## src/rtl/cpu_types_pkg.sv

```systemverilog
// Shared types for the multicore memory path: word, RAM handshake state,
// arbiter FSM state and the default grant timeout.
package cpu_types_pkg;

  localparam int unsigned WORD_W      = 32;
  localparam int unsigned ARB_TIMEOUT = 1023;

  typedef logic [WORD_W-1:0] word_t;

  typedef enum logic [1:0] {
    FREE   = 2'd0,
    BUSY   = 2'd1,
    ACCESS = 2'd2,
    ERROR  = 2'd3
  } ramstate_t;

  typedef enum logic [1:0] {
    IDLE  = 2'd0,
    GRANT = 2'd1,
    ABORT = 2'd2
  } arb_state_t;

endpackage

```

## src/rtl/rr_arbiter.sv

```systemverilog
// Combinational round-robin picker: first asserted request at or after ptr,
// wrapping modulo N.
module rr_arbiter #(
  parameter int unsigned N = 2,
  localparam int unsigned IW = (N > 1) ? $clog2(N) : 1
) (
  input  logic [N-1:0]  req,
  input  logic [IW-1:0] ptr,
  output logic          gnt_valid,
  output logic [IW-1:0] gnt_idx
);

  logic [IW-1:0] idx;

  always_comb begin
    gnt_valid = 1'b0;
    gnt_idx   = '0;
    idx       = '0;
    for (int unsigned off = 0; off < N; off++) begin
      idx = IW'((32'(ptr) + off) % N);
      if (!gnt_valid && req[idx]) begin
        gnt_valid = 1'b1;
        gnt_idx   = idx;
      end
    end
  end

endmodule

```

## src/rtl/ram_arbiter.sv

```systemverilog
// Shares one RAM port among per-core I and D ports: D beats I, round-robin
// within a class, one registered owner per transaction with abort/timeout.
module ram_arbiter
  import cpu_types_pkg::*;
#(
  parameter int unsigned CPUS    = 2,
  parameter int unsigned TIMEOUT = ARB_TIMEOUT,
  localparam int unsigned OW = (CPUS > 1) ? $clog2(2 * CPUS) : 1
) (
  input  logic                  CLK,
  input  logic                  RST,
  input  logic [CPUS-1:0]       iREN,
  input  logic [CPUS-1:0][31:0] iaddr,
  output logic [CPUS-1:0]       iwait,
  output logic [CPUS-1:0][31:0] iload,
  input  logic [CPUS-1:0]       dREN,
  input  logic [CPUS-1:0]       dWEN,
  input  logic [CPUS-1:0][31:0] daddr,
  input  logic [CPUS-1:0][31:0] dstore,
  output logic [CPUS-1:0]       dwait,
  output logic [CPUS-1:0][31:0] dload,
  output logic                  ramREN,
  output logic                  ramWEN,
  output logic [31:0]           ramaddr,
  output logic [31:0]           ramstore,
  input  logic [31:0]           ramload,
  input  logic [1:0]            ramstate,
  output logic                  busy,
  output logic [OW-1:0]         owner,
  output logic                  timeout_err
);

  localparam int unsigned PW = (CPUS > 1) ? $clog2(CPUS) : 1;
  localparam int unsigned CW = $clog2(TIMEOUT + 1);

  arb_state_t    state, state_nx;
  logic [OW-1:0] owner_nx;
  logic [PW-1:0] dptr, dptr_nx, iptr, iptr_nx;
  logic [CW-1:0] tmr, tmr_nx;
  logic          terr_nx;

  logic          d_valid, i_valid;
  logic [PW-1:0] d_idx, i_idx;
  logic          own_is_d, live;
  logic [PW-1:0] own_idx, own_inc;

  rr_arbiter #(.N(CPUS)) u_rr_d (
    .req       (dREN | dWEN),
    .ptr       (dptr),
    .gnt_valid (d_valid),
    .gnt_idx   (d_idx)
  );

  rr_arbiter #(.N(CPUS)) u_rr_i (
    .req       (iREN),
    .ptr       (iptr),
    .gnt_valid (i_valid),
    .gnt_idx   (i_idx)
  );

  // Owner encoding: D ports first, then I ports offset by CPUS.
  assign own_is_d = (owner < OW'(CPUS));
  assign own_idx  = own_is_d ? PW'(owner) : PW'(owner - OW'(CPUS));
  assign own_inc  = (own_idx == PW'(CPUS - 1)) ? '0 : own_idx + PW'(1);
  assign busy     = (state != IDLE);

  always_comb begin
    for (int i = 0; i < int'(CPUS); i++) begin
      iload[i] = ramload;
      dload[i] = ramload;
    end
  end

  always_comb begin
    state_nx = state;
    owner_nx = owner;
    dptr_nx  = dptr;
    iptr_nx  = iptr;
    tmr_nx   = tmr;
    terr_nx  = timeout_err;
    ramREN   = 1'b0;
    ramWEN   = 1'b0;
    ramaddr  = '0;
    ramstore = '0;
    iwait    = '1;
    dwait    = '1;
    live     = 1'b0;

    case (state)
      IDLE: begin
        if (d_valid) begin
          owner_nx = OW'(d_idx);
          tmr_nx   = '0;
          state_nx = GRANT;
        end else if (i_valid) begin
          owner_nx = OW'(CPUS) + OW'(i_idx);
          tmr_nx   = '0;
          state_nx = GRANT;
        end
      end

      GRANT: begin
        if (own_is_d) begin
          ramWEN   = dWEN[own_idx];
          ramREN   = dREN[own_idx] & ~dWEN[own_idx];
          ramaddr  = daddr[own_idx];
          ramstore = dstore[own_idx];
          live     = dREN[own_idx] | dWEN[own_idx];
        end else begin
          ramREN   = iREN[own_idx];
          ramaddr  = iaddr[own_idx];
          live     = iREN[own_idx];
        end

        // Completion takes precedence over drop, error and timeout.
        if (ramstate == ACCESS) begin
          if (own_is_d) begin
            dwait[own_idx] = 1'b0;
            dptr_nx        = own_inc;
          end else begin
            iwait[own_idx] = 1'b0;
            iptr_nx        = own_inc;
          end
          state_nx = IDLE;
        end else if (!live || ramstate == ERROR) begin
          state_nx = ABORT;
        end else if (tmr + CW'(1) == CW'(TIMEOUT)) begin
          terr_nx  = 1'b1;
          state_nx = ABORT;
        end else begin
          tmr_nx = tmr + CW'(1);
        end
      end

      ABORT:   state_nx = IDLE;
      default: state_nx = IDLE;
    endcase
  end

  always_ff @(posedge CLK) begin
    if (RST) begin
      state       <= IDLE;
      owner       <= '0;
      dptr        <= '0;
      iptr        <= '0;
      tmr         <= '0;
      timeout_err <= 1'b0;
    end else begin
      state       <= state_nx;
      owner       <= owner_nx;
      dptr        <= dptr_nx;
      iptr        <= iptr_nx;
      tmr         <= tmr_nx;
      timeout_err <= terr_nx;
    end
  end

endmodule

```

## config.mk

```make
export PLATFORM = sky130hd
export DESIGN_NAME = ram_arbiter
export DESIGN_NICKNAME = d
export VERILOG_FILES = /design/src/rtl/cpu_types_pkg.sv /design/src/rtl/rr_arbiter.sv /design/src/rtl/ram_arbiter.sv
export SDC_FILE = /design/constraint.sdc
export NUM_CORES = 1
export LEC_CHECK = 0
export BUFFER_PORTS_ARGS = -buffer_cell sky130_fd_sc_hd__buf_2
export CAP_MARGIN = 0
export CORE_AREA = 5 5 166 168
export DETAILED_ROUTE_END_ITERATION = 12
export DIE_AREA = 0 0 171 173
export GPL_TIMING_DRIVEN = 0
export PLACE_DENSITY = 0.49
export SLEW_MARGIN = 20
export SYNTH_ARGS = -nofsm -noshare
export SYNTH_HDL_FRONTEND = slang
export SYNTH_SLANG_ARGS = --single-unit
```

## constraint.sdc

```tcl
create_clock -name CLK -period 3 [get_ports CLK]
set_input_delay 0.45 -clock CLK [delete_from_list [all_inputs] [get_ports CLK]]
set_output_delay 0.45 -clock CLK [all_outputs]
set_load 0.03 [all_outputs]
```

== After elaboration in Yosys (flattened, before gate mapping) ==
Index checks and enable logic that the tools add are counted.

* Register bits: 17

* Muxes and demuxes: 62
* Reductions and logical operators: 17
* Add/sub/neg operators: 6
* Eq/ne operators: 9
* Bitwise gates (word level): 8
* $lt $le $gt $ge: 7

{| class="wikitable"
|+ Operator list
! cell !! count
|-
| two-way mux 32 bit || 10
|-
| two-way mux 10 bit || 5
|-
| two-way mux 1 bit || 31
|-
| two-way mux 2 bit || 13
|-
| case mux 10 bit (2 select lines) || 1
|-
| adder 10 x 1 -> 10 bit (second input constant) || 1
|-
| == test 10 bit (second input constant) || 1
|-
| < comparator 1 x 2 -> 1 bit (second input constant) || 5
|-
| inequality test 2 bit (second input constant) || 3
|-
| AND reduction 3 bit || 2
|-
| nonzero test 2 bit || 3
|-
| AND reduction 5 bit || 1
|-
| == test 2 bit (second input constant) || 2
|-
| inequality test 4 bit (second input constant) || 1
|-
| NOT 1 bit || 4
|-
| case mux 2 bit (2 select lines) || 1
|-
| AND reduction 2 bit || 2
|-
| AND reduction 4 bit || 1
|-
| adder 1 bit (second input constant) || 3
|-
| logical AND 1 bit || 3
|-
| logical NOT 1 bit || 3
|-
| inequality test 3 bit (second input constant) || 1
|-
| adder 2 x 1 -> 2 bit (first input constant) || 1
|-
| == test 2 x 1 -> 1 bit (second input constant) || 1
|-
| 10 further kinds || 10
|}

== Longest topological paths before layout ==
* Depth after elaboration: 12
* Depth in mapped cells: 8
* Depth with buffers taken out: 7

== By module ==
Synthesis repeated with hierarchy kept, for this count alone.

* Cells, all modules: 410
* Area total of the unflattened synthesis: 3565.9 um2

{| class="wikitable"
|+ By module, submodules not included
! module !! times used !! seq. area each (um2) !! cells each !! area each (um2)
|-
| ram_arbiter || 1 || 340.3 || 404 || 3530.9
|-
| rr_arbiter || 2 || 0.0 || 3 || 17.5
|}

== Worst setup path after synthesis ==
OpenSTA, ideal clock, no wires.

* Path kind: register -> output
* Start: register owner[0]
* End: output port ramstore[13]
* Slack: 558 ps
* Cell stages (with the launch flop): 7
* Arrival time: 1992 ps
* Required time: 2550 ps
* Cells stage by stage: dfxtp_1 > buf_2 > buf_2 > buf_2 > buf_2 > mux2i_1 > nor2_1

* Word-level cells in the longest chain between the ends: 6

{| class="wikitable"
|+ Ends and longest elaborated chain
! item !! RTL line !! text
|-
| start, declared || ram_arbiter.sv:29 || <nowiki>output logic [OW-1:0] owner,</nowiki>
|-
| start signal, assigned || ram_arbiter.sv:150 || <nowiki>owner <= owner_nx;</nowiki>
|-
| < comparator 2 bit / subtractor 1 bit (equally long branches) || ram_arbiter.sv:62, ram_arbiter.sv:63 ||
|-
| two-way mux 1 bit || ram_arbiter.sv:63 || <nowiki>assign own_idx = own_is_d ? PW'(owner) : PW'(owner - OW'(CPUS));</nowiki>
|-
| two-way mux 32 bit (implied by the code) (2 in series) || ram_arbiter.sv:107 || <nowiki>ramstore = dstore[own_idx];</nowiki>
|-
| two-way mux 32 bit (*) || ram_arbiter.sv:103 || <nowiki>if (own_is_d) begin</nowiki>
|-
| two-way mux 32 bit (*) || ram_arbiter.sv:89 || <nowiki>case (state)</nowiki>
|-
| end, declared || ram_arbiter.sv:25 || <nowiki>output logic [31:0] ramstore,</nowiki>
|}

Every way passes the cells marked *; elsewhere a longest branch is shown, timed or not. The select of a mux whose other input is x is not followed.

== Worst setup path after layout ==
* Start: register owner[0]
* End: output port ramaddr[16]

* Word-level cells in the longest chain between the ends: 6

{| class="wikitable"
|+ Ends and longest elaborated chain
! item !! RTL line !! text
|-
| < comparator 2 bit / subtractor 1 bit (equally long branches) || ram_arbiter.sv:62, ram_arbiter.sv:63 ||
|-
| two-way mux 1 bit || ram_arbiter.sv:63 ||
|-
| two-way mux 32 bit, on equally long branches (2 in series) || ram_arbiter.sv:111, ram_arbiter.sv:106 ||
|-
| two-way mux 32 bit (*) || ram_arbiter.sv:103 ||
|-
| two-way mux 32 bit (*) || ram_arbiter.sv:89 ||
|-
| end, declared || ram_arbiter.sv:24 || <nowiki>output logic [31:0] ramaddr,</nowiki>
|}

Marked as above.

==> key figures <==
Status
  – Status: completed

Synth
  – Post-synthesis mux area share: 0.299
  – Simple-gate area share of the yosys netlist: 0.197
  – Post-synthesis adder-cell area fraction: 0.00705
  – Post-synthesis compound-gate area fraction: 0.0800
  – Most frequent cell after synthesis: buf_4
  – Netlist cell types: 47
  – Register area share after synthesis: 0.0958
  – Largest family of logic cells by synthesized area: buffers and inverters
  – Synth top area share: 0.275
  – Mapped Area: 0.00355 mm²
  – Avg Synthesized Cell Area: 8.32 µm²
  – Synth top cells by count: buf_4 (130), nor2_1 (47), mux2i_1 (34)
  – Post-synth top flop: dfxtp_1
  – Post-synth EDFFs: 0
  – Async SR Flop Fraction: 0
  – Cell taking the most area after synthesis: buf_4
  – XOR/XNOR Fraction of Synth Area: 0.00740
  – Cell count after synthesis: 427
  – Synth Register Bits: 17
  – Synth Warn #: 0
  – Post-synthesis net count: 663
  – Synth top area cells: buf_4 (27%), mux4_2 (20%), dfxtp_1 (9.6%)

Placed design
  – GP Congestion: 0.788
  – HPWL Detailed: 15,600 µm
  – IO Port Bufs: 403
  – Setup WS pre-CTS: 0.0913 ns

Global routing
  – First-pass GRT wire length: 25,400 µm
  – GRT Util Overall: 0.107
  – Initial antenna violation count: 0
  – Global route overflow: 0
  – Pin count of the biggest net entering global routing: 11
  – Vias in the first global route: 4,737

Detailed routing
  – Antenna viol nets, final: 0
  – Initial DRT Pass Iterations: 4
  – Drt wl/cell: 15.0 µm
  – Vias per cell: 3.88
  – Drt total wl: 17,500 µm
  – Via count: 4,539
  – 1st-iter DRT viols: 171
  – DRC Markers: 0

Timing
  – Fmax: 361 MHz
  – Slew @ Worst Pin: 0.907 ns
  – Final setup fails: 0
  – Period utilization: 0.924
  – Slew Limit Fails: 0
  – Final WS setup: 0.227 ns
  – Min Hold Slack: 0.510 ns
  – Fin crit period: 2.77 ns
  – Final hold violations: 0
  – Clock skew: 0.00343 ns
  – Setup TNS: 0 ns
  – RSZ-0062 raised after global routing: no
  – Slew margin rel.: 0.390

Floorplanning
  – Die Area: 0.0296 mm²
  – Die width: 171 µm
  – Die Y: 173 µm
  – Core Region: 0.0258 mm²
  – Initial Utilization: 0.138
  – I/O pins: 436
  – Cell row count: 59

Power
  – Max VDD drop: 0.124 mV
  – Clock share of power: 0.155
  – Net Sw Frac: 0.471
  – Combinational share of power: 0.710
  – Net Switching: 0.000838 W
  – Register share of total power: 0.136
  – Overall power: 0.00178 W
  – Pleak: 3.16 nW
  – Pint: 0.000941 W
  – Power per Cell Area: 293 mW/mm²

Setup path
  – CP Class: flip-flop to output port
  – Req. time, crit path: 2.55 ns
  – CP endpoint kind: output port
  – Worst Path Max Fanout: 10
  – CP arrival: 2.32 ns
  – Critical Path Start Type: flip-flop

CTS
  – H-tree Lvls: 1
  – Worst-case clock buffer depth: 2
  – Clk_lat worst skew: 0.25 ns
  – TritonCTS Buffers: 3
  – CTS Hold Bufs: 0
  – Clk Tree Root Cell: clkbuf_16
  – CTS tree: built
  – Post-CTS Setup Inserts: 0
  – Reg clk slew, reported paths: 0.05 ns
  – CTS sink count: 17

Finish
  – Layout cells sized above 1: 0.703
  – Layout area overhead: 71.2%
  – Final net count: 1,071
  – Diodes inserted: 0

Flow run
  – Max-cap check violation count: 0

Min path
  – Worst hold path type: flip-flop to flip-flop
==> final cells by class <==
cell class / count / area (µm²)
fill: 2876 / 19700
multi-input combinational: 247 / 2100
timing repair buffer: 403 / 2020
buffer: 158 / 1110
tap: 335 / 419
sequential: 17 / 340
clock buffer: 4 / 78.8
inverter: 5 / 18.8
==> cells in the final DEF (no fill, tap or decap), drive strengths merged, types with 5 or more instances in the layout <==
cell type,n
buf,541
nor2,47
mux2i,34
mux4,32
and2,32
clkbuf,24
nand2,18
dfxtp,17
a21oi,11
o21ai,8
nor2b,5
inv,5
or4,5
==> path summary, 6_finish.rpt <==
kind,slack [ns],startpoint,endpoint,depth (start not counted)
max,0.23,owner[0],ramaddr[16],5
min reg2reg,0.51,tmr[6],tmr[6],2
max reg2reg,0.52,tmr[2],tmr[2],7
min,0.51,tmr[6],tmr[6],2
==> worst max-delay path: stages (launching register included) <==
cell and delay, ns:
dfxtp_1 0.45, clkbuf_4 0.30, buf_2 0.37, mux4_2 0.58, and2_1 0.19, buf_2 0.17
==> sequential cells by signal, indices dropped and copies added, names as in the netlist <==
register / count
tmr: 10
owner: 2
state: 2
dptr: 1
iptr: 1
timeout_err: 1
==> metal layers <==
layer | track usage | wire length (µm) | up-vias
met2 | 0.210 | 9080 | 272
met3 | 0.0187 | 1860 | 13
met4 | 0.0254 | 259 | 0
met5 | 0 | 0 | -
li1 | - | - | 2187
met1 | 0.116 | 6290 | 2067
==> metrics by stage <==
| stage | std cells | util | area [µm²] |
|---|---|---|---|
| final | 1169 | 0.236 | 6080 |
| after global routing | 1169 | 0.236 | 6080 |
| after CTS | 1169 | 0.236 | 6070 |
| after detailed placement | 1165 | 0.232 | 5990 |
| after global placement | 1165 | 0.232 | 5990 |
| after floorplan | 427 | - | 3550 |
==> power groups by stage <==
stage                     Clock [W]  Sequential, W  Combinational (W)
after CTS                  0.000282       0.000242            0.00128
after global placement            0       0.000246            0.00127
after floorplan                   0       0.000245           0.000866
after global routing       0.000292       0.000242            0.00135
after detailed placement          0       0.000247            0.00127
final                      0.000275       0.000241            0.00126
==> cells by family (layout without fill, tap and decap cells) <==
family / count (synthesis) / in the layout
buf+inv: 163 / 570
simple gates: 136 / 136
mux: 66 / 66
compound gates: 40 / 40
flops: 17 / 17
xor+xnor: 3 / 3
fa+ha+maj: 2 / 2
==> what timing repair did <==
| item | 4_1_cts | 5_1_grt |
|---|---|---|
| resized for setup | 4 | 5 |
| endpoints found under the setup margin | 25 | 35 |
| pin swaps | 0 | 0 |
Power figures use the tool's default switching activity.
